<file path="config.mk">
export PLATFORM = sky130hd
export DESIGN_NAME = reward_weight_update
export DESIGN_NICKNAME = d
export VERILOG_FILES = /design/src/rtl/reward_weight_update.sv
export SDC_FILE = /design/constraint.sdc
export NUM_CORES = 1
export LEC_CHECK = 0
export CORE_AREA = 5 5 58 60
export CTS_BUF_LIST = sky130_fd_sc_hd__clkbuf_4
export DETAILED_ROUTE_END_ITERATION = 6
export DIE_AREA = 0 0 63 65
export GPL_TIMING_DRIVEN = 1
export PLACE_DENSITY = 0.84
export SETUP_SLACK_MARGIN = 0.02
export SYNTH_ARGS = -nofsm -noshare
export SYNTH_HDL_FRONTEND = slang
export SYNTH_SLANG_ARGS = --single-unit
export TNS_END_PERCENT = 10
</file>
<file path="constraint.sdc">
create_clock -name clk -period 2.7 [get_ports clk]
set_input_delay 0.54 -clock clk [delete_from_list [all_inputs] [get_ports clk]]
set_output_delay 0.54 -clock clk [all_outputs]
set_load 0.005 [all_outputs]
</file>
<file path="src/rtl/reward_weight_update.sv">
// Reward-modulated plasticity: read-modify-writes the winning output row of the shared
// weight memory, potentiating or depressing each weight whose presynaptic input fired.
module reward_weight_update #(
  parameter int unsigned ADDR_W = 4,
  parameter int unsigned DW     = 8,
  parameter int unsigned ETA    = 4
) (
  input  logic              clk,
  input  logic              rst_n,
  input  logic              start,
  input  logic [1:0]        pred,
  input  logic [3:0]        pre_spikes,
  input  logic [1:0]        reward,
  output logic              rd_req,
  output logic [ADDR_W-1:0] rd_addr,
  input  logic              rd_valid,
  input  logic [DW-1:0]     rd_data,
  output logic              wr_en,
  output logic [ADDR_W-1:0] wr_addr,
  output logic [DW-1:0]     wr_data,
  output logic              busy,
  output logic              done,
  output logic [2:0]        upd_count
);

  localparam logic [2:0] StIdle  = 3'd0;
  localparam logic [2:0] StScan  = 3'd1;
  localparam logic [2:0] StRead  = 3'd2;
  localparam logic [2:0] StWait  = 3'd3;
  localparam logic [2:0] StWrite = 3'd4;
  localparam logic [2:0] StDone  = 3'd5;

  localparam logic [DW-1:0] EtaN = DW'(ETA);

  logic [2:0]    state_q, state_d;
  logic [1:0]    idx_q, idx_d;
  logic [1:0]    pred_q, pred_d;
  logic [3:0]    spikes_q, spikes_d;
  logic          pot_q, pot_d;
  logic [2:0]    upd_q, upd_d;
  logic [DW-1:0] wdata_q, wdata_d;

  logic [DW:0]   sum_w;
  logic [DW-1:0] new_w;

  // Saturating update; the carry bit of the widened sum flags overflow.
  always_comb begin
    sum_w = {1'b0, rd_data} + {1'b0, EtaN};
    if (pot_q) begin
      new_w = sum_w[DW] ? '1 : sum_w[DW-1:0];
    end else begin
      new_w = (rd_data < EtaN) ? '0 : (rd_data - EtaN);
    end
  end

  always_comb begin
    state_d  = state_q;
    idx_d    = idx_q;
    pred_d   = pred_q;
    spikes_d = spikes_q;
    pot_d    = pot_q;
    upd_d    = upd_q;
    wdata_d  = wdata_q;
    unique case (state_q)
      StIdle: begin
        if (start) begin
          pred_d   = pred;
          spikes_d = pre_spikes;
          pot_d    = (reward == 2'b01);
          idx_d    = '0;
          upd_d    = '0;
          state_d  = (reward == 2'b01 || reward == 2'b10) ? StScan : StDone;
        end
      end
      StScan: begin
        if (spikes_q[idx_q]) begin
          state_d = StRead;
        end else if (idx_q == 2'd3) begin
          state_d = StDone;
        end else begin
          idx_d = idx_q + 2'd1;
        end
      end
      StRead: state_d = StWait;
      StWait: begin
        if (rd_valid) begin
          wdata_d = new_w;
          state_d = StWrite;
        end
      end
      StWrite: begin
        upd_d = upd_q + 3'd1;
        if (idx_q == 2'd3) begin
          state_d = StDone;
        end else begin
          idx_d   = idx_q + 2'd1;
          state_d = StScan;
        end
      end
      StDone:  state_d = StIdle;
      default: state_d = StIdle;
    endcase
  end

  always_ff @(posedge clk) begin
    if (!rst_n) begin
      state_q  <= StIdle;
      idx_q    <= '0;
      pred_q   <= '0;
      spikes_q <= '0;
      pot_q    <= 1'b0;
      upd_q    <= '0;
      wdata_q  <= '0;
    end else begin
      state_q  <= state_d;
      idx_q    <= idx_d;
      pred_q   <= pred_d;
      spikes_q <= spikes_d;
      pot_q    <= pot_d;
      upd_q    <= upd_d;
      wdata_q  <= wdata_d;
    end
  end

  // All outputs come straight from registers; no input reaches an output combinationally.
  always_comb begin
    rd_req    = (state_q == StRead);
    wr_en     = (state_q == StWrite);
    done      = (state_q == StDone);
    busy      = (state_q != StIdle);
    rd_addr   = ADDR_W'({pred_q, idx_q});
    wr_addr   = ADDR_W'({pred_q, idx_q});
    wr_data   = wdata_q;
    upd_count = upd_q;
  end

endmodule
</file>
==> results of run 1 <==
-- final cells by class --
class | count | area, µm² | area share (%)
clock buffers | 4 | 30.03 | 1.637
flip-flops and latches | 23 | 461.7 | 25.17
multi-input cells | 128 | 828.3 | 45.16
repair buffers | 45 | 442.9 | 24.15
well taps | 33 | 41.29 | 2.251
inverters | 8 | 30.03 | 1.637
-- synth_stat cells, drive strengths merged (2+ instances only) --
master	n
nand3	6
a31oi	3
ha	5
nor3	3
xnor2	3
mux2	2
nand2b	2
dfxtp	23
nor3b	2
buf	6
xor2	2
inv	8
nor2	9
nand4b	2
nor4b	2
or4	2
mux2i	6
a21oi	10
and3	4
nand2	26
clkbuf	7
a21boi	11
o21ai	12
-- registers in the layout, summed over array words and instances (netlist names) --
register,flops
pred_q,2
idx_q,2
spikes_q,4
pot_q,1
state_q,3
upd_count,3
wr_data,8
-- timing repair --
item | in CTS | in global routing
setup endpoints to repair | 0 | 1
gates resized for setup | 0 | 1
hold buffers | 0 | 0
-- kinds of logic (layout without fill, tap and decap cells) --
kind of cell / Yosys count / after routing / synth area share, %
DFF: 23 / 23 / 33.24
and+or+nand+nor: 66 / 66 / 24.48
AOI/OAI and AO/OA: 43 / 43 / 19.78
xor gates and xnor gates: 5 / 5 / 3.162
adders and majority gates: 5 / 5 / 4.517
muxes: 9 / 9 / 7.859
buffers and inverters: 21 / 57 / 6.956
-- worst max-delay path: cells and delay by family (launching register included) --
family        cells  cell delay [ns]
buf+inv           2             0.66
simple gates      1             0.57
flops             1             0.47
-- metrics by stage --
stage          cell area (µm²)  util [%]  std cells
2_1_floorplan             1385         -        172
3_3_place_gp              1803     62.65        237
3_5_place_dp              1803     62.65        237
4_1_cts                   1833     63.70        241
5_1_grt                   1834     63.74        241
6_report                  1834     63.74        241
-- worst paths after layout --
check	from	end	slack (ns)	cells after the start
worst max-delay path	state_q[0]	wr_en	0.15	3
worst min-delay path	wr_data[2]	wr_data[2]	0.47	2
worst max register to register	state_q[0]	idx_q[1]	0.74	4
worst min register to register	wr_data[2]	wr_data[2]	0.47	2
-- report_power, final --
part	internal, mW	switching [mW]	leakage (nW)
clock network	0.0679	0.107	0.0184
logic	0.148	0.119	0.516
registers	0.364	0.0373	0.187
total	0.580	0.263	0.722
-- metal layers --
| layer | GRT usage, % | vias up | routed length, µm |
|---|---|---|---|
| met5 | 0 | - | 0 |
| met4 | 8.753 | 0 | 74 |
| met3 | 2.253 | 10 | 269 |
| met2 | 31.03 | 77 | 1779 |
| met1 | 19.98 | 615 | 1311 |
| li1 | - | 679 | - |
==> results.md, run 1 <==
- Final min period: 2.550 ns
- Clock Latency Late Sink: 0.31 ns
- Critical path peak fanout: 14
- Synthesized area: ~1400 µm²
- Worst-Margin Slew: 0.4911 ns
- Worst slack at placement: between 0.15 and 0.2 ns
- Critical Path End Type: output port
- Mapped Cells: ~170
- Layout fillers: 251
- Fmax: between 300 and 400 MHz
- Remaining global-route overflow: 0
- CP arrival: 2.01 ns
- Overall power: ~0.84 mW
- CTS root buf: clkbuf_4
- Crit Path Category: flip-flop to output port
- Residual DRC count: 0
- Syn Area/Cell: about 8 µm²
- Final setup viols: 0
- Outcome: completed
- Post-route ant nets: 0
- Sinks on Clock Net: 23
- Max-slew violation count: 0
- Die ar.: 4095 µm²
- GRT Total Usage: 17.33%
- Most frequent cells in the layout: clkdlybuf4s50_1, nand2_1, dfxtp_1
- VDD IR max: slightly above 300 µV
- Die Span Y: 65 µm
- Max Cap Violations: 0
- Final Hold Viols: 0
- Core box area: between 2000 and 3000 µm²
- Ys Warns: 0
- Worst path slowest cell: or3b_2
- Hpwl dp: around 2700 µm
- CP Cell Sequence: or3b_2, inv_1, clkdlybuf4s50_1
- ANT cells: 0
- Fin nets: roughly 230
- 1st-pass router iterations: 4
- CTS Buf Count: 3
- DRT iter0 DRCs: between 100 and 150
- Clock Skew: approximately 0.0018 ns
- Main area contributors after synthesis: dfxtp_1, nand2_1, a21boi_0, ha_1, mux2i_1
- Die X-Extent: between 60 and 70 µm
- RSZ-0062 raised after global routing: false
- WP data required: about 2.2 ns
- Vias in the first global route: between 1000 and 1500
- Register area share after synthesis: between 30% and 40%
- Post-synth cell types: 41
- Initial antenna violation count: 0
- Number of synthesized flops with an enable pin: 0
- Final worst-path cycle share: 94.45%
- CP peak stage delay: around 0.57 ns
- Vias: roughly 1400
- Max-slew headroom: around two thirds
- Mapped Nets: 197
- Vias/cell: ~5.7
- Final worst setup slack: 0.1499 ns
- Pwr/cell area: ~460 nW/µm²
- Clock edge transition at the registers on the reported setup and hold paths: 0.13 ns
- Max clock buf depth: 2
- FF+latch count, synth: 23
- GP Congestion: roughly 0.86
- Initial Utilization: approximately half
- Area Growth Syn to Fin: 32.43%
- Worst Hold Class: flip-flop to flip-flop
- Yosys top cell by area: dfxtp_1
- Leakage: ~0.72 nW
- Wire per inst: 14.25 µm
- Num ports: 43
- Synth top area share: 33.24%
- CTS tree: yes
- First-pass GRT wire length: ~5800 µm
- Pin count of the biggest net entering global routing: 16
- Critical Path Start Type: flip-flop
- # H-tree levels: 1
- IO Port Bufs: 42
- Most common cell after layout, fill and taps aside: clkdlybuf4s50_1
- Share of cells above drive strength 1: 5.288%
- Rows: 20
- Main flop type after synthesis: dfxtp_1
- Fin Setup TNS: 0 ns
- Drt total wl: between 3000 and 4000 µm
- FFs w/ async S/R, synth: 0%
- Hold WS: 0.4716 ns
- Postcts setup bufs: 0
(Power assumes the default switching activity.)
==> run 2: changes to the inputs <==
==> constraint.sdc (replaced) <==
create_clock -name clk -period 2.7 [get_ports clk]
set_input_delay 0.54 -clock clk [delete_from_list [all_inputs] [get_ports clk]]
set_output_delay 0.54 -clock clk [all_outputs]
set_load 0.02 [all_outputs]
==> run 2 against run 1 <==
  * Sequential share of layout area up 0.24 points
  * Largest power group unchanged
  * Critical endpoint unchanged
  * Critical path depth did not move
  * Die area unchanged
  * Cell count fell by 0.41%
  * Wire length decreased by 1.4%
  * Total power increased by 2.1%
  * Worst setup slack got worse by 0.0025 ns
==> results.md, run 2 (same netlist as run 1, synthesis figures left out) <==
- Outcome: completed
- Hold WS: a little under 0.5 ns
- Clock Skew: slightly below 0.008 ns
- Number of flip-flops in the largest register: 8
- Clock edge transition at the registers on the reported setup and hold paths: roughly 0.13 ns
- Critical path peak fanout: 11
- Clock Latency Late Sink: approximately 0.31 ns
- Die ar.: 4095 µm²
- 1st-pass router iterations: 5
- Int Power: 0.5678 mW
- Hold_buf cts: 0
- Sinks on Clock Net: 23
- Initial antenna violation count: 0
- Final min period: 2.553 ns
- VDD IR max: between 200 and 300 µV
- Leakage: approximately 0.72 nW
- Most frequent cells in the layout: clkdlybuf4s50_1, nand2_1, dfxtp_1
- Seq pwr share: a little under half
- Max clock buf depth: 2
- Reg2Reg Capture Point: idx_q[0]
- Wire per inst: 14.11 µm
- WP data required: 2.16 ns
- Pin count of the biggest net entering global routing: 17
- Reg2reg path depth: 4
- Post-CTS Resized: 0
- Vias: 1360
- Max Cap Violations: 0
- CTS Buf Count: 3
- Worst-Margin Slew: approximately 0.49 ns
- Postcts setup bufs: 0
- CTS root buf: clkbuf_4
- Worst Path Buf+Inv: 2
- First-pass GRT wire length: about 5700 µm
- Highest routed layer: met4
- CP arrival: between 2 and 2.5 ns
- Origin of the worst setup path: state_q[2]
- Reg2reg setup slack: between 0.8 and 0.9 ns
- Area Growth Syn to Fin: 31.89%
- Core box area: about 2900 µm²
- Worst Setup EP: wr_en
- Worst path slowest cell: clkdlybuf4s50_1
- R2r startpoint: idx_q[1]
- Critical Path End Type: output port
- IO Port Bufs: between 40 and 50
- GP Congestion: 0.8473
- Fin nets: 233
- Clock power share: a little under a fifth
- Fmax: around 390 MHz
- Critical Path Start Type: flip-flop
- CP peak stage delay: around 0.62 ns
- NetSw: between 0.2 and 0.3 mW
- Die Span Y: about 65 µm
- Max-slew violation count: 0
- Vias/cell: between 5 and 6
- Delay-heaviest family, CP: buffers and inverters
- Worst Hold Class: flip-flop to flip-flop
- Hpwl dp: ~2600 µm
- Sw frac: between 30% and 40%
- Pwr/cell area: between 400 and 500 nW/µm²
- Met2 Wirelength: about 1700 µm
- Die X-Extent: approximately 63 µm
- Met3 WL: ~180 µm
- Remaining global-route overflow: 0
- Final worst-path cycle share: a little over nine tenths
- Final setup viols: 0
- Rows: 20
- Most common cell after layout, fill and taps aside: clkdlybuf4s50_1
- Drt total wl: 3387 µm
- CP Cell Sequence: or3b_2, inv_1, clkdlybuf4s50_1
- M1 wire length: 1428 µm
- # H-tree levels: 1
- Residual DRC count: 0
- Crit Path Category: flip-flop to output port
- Post-route ant nets: 0
- Comb power frac: 34.1%
- Layout fillers: 239
- Fin Setup TNS: 0 ns
- Vias in the first global route: about 1300
- Num ports: between 40 and 50
- Final Hold Viols: 0
- ANT cells: 0
- Max-slew headroom: around two thirds
- CTS tree: yes
- DRT iter0 DRCs: 87
- Share of cells above drive strength 1: under 10%
- Initial Utilization: between 40% and 50%
- Worst path depth: 3
- GRT Total Usage: 16.44%
- RSZ-0062 raised after global routing: false
## run 2: cell types whose count changed in the layout (fill, tap and decap cells not counted), sizes merged
cell    delta
buf        -1
clkinv     +1
clkbuf     -1
## run 2: worst min path at each step
stage | start | endpoint | slack (ns) | cells after the start
global placement | wr_data[2] | wr_data[2] | 0.45 | 2
global route | spikes_q[2] | spikes_q[2] | 0.53 | 2
finish | wr_data[1] | wr_data[1] | 0.48 | 2
detailed placement | wr_data[2] | wr_data[2] | 0.47 | 2
CTS | wr_data[2] | wr_data[2] | 0.49 | 2
floorplan | spikes_q[0] | spikes_q[0] | 0.45 | 2
## run 2: worst register-to-register path, cell delays in order (launching register included)
cell,delay (ns)
dfxtp_1,0.51
mux2_1,0.36
or4_1,0.42
a311oi_2,0.31
mux2i_1,0.22
## run 2: stage by stage
step	cell area (µm²)	utilization [%]	setup slack [ns]	total power, mW	std cells
global route	1827	63.48	0.05316	0.9112	240
CTS	1823	63.35	0.04513	0.8610	240
global placement	1795	62.39	0.3676	0.6913	236
detailed placement	1795	62.39	0.1611	0.7030	236
finish	1827	63.48	0.1474	0.8602	240
floorplan	1385	-	0.8719	0.5949	172
## run 2: per-layer routing
metal | GRT usage [%] | vias to the layer above
li1 | - | 672
met1 | 20.04 | 641
met2 | 28.33 | 41
met3 | 3.466 | 6
met4 | 5.836 | 0
met5 | 0 | -
## run 2: layout make-up
type / count / area, µm² / area share [%]
inverter: 8 / 30.03 / 1.644
tap: 33 / 41.29 / 2.260
sequential: 23 / 464.2 / 25.41
timing repair buffer: 44 / 435.4 / 23.84
clock buffer: 3 / 22.52 / 1.233
clock inverter: 1 / 5.005 / 0.2740
multi-input combinational: 128 / 828.3 / 45.34
## run 2: power groups by stage
| stage | combinational (mW) | clock [mW] | sequential (mW) |
|---|---|---|---|
| after floorplan | 0.192 | 0 | 0.403 |
| after global placement | 0.283 | 0 | 0.408 |
| after detailed placement | 0.292 | 0 | 0.411 |
| after CTS | 0.294 | 0.163 | 0.404 |
| after global routing | 0.322 | 0.177 | 0.412 |
| final | 0.293 | 0.161 | 0.406 |
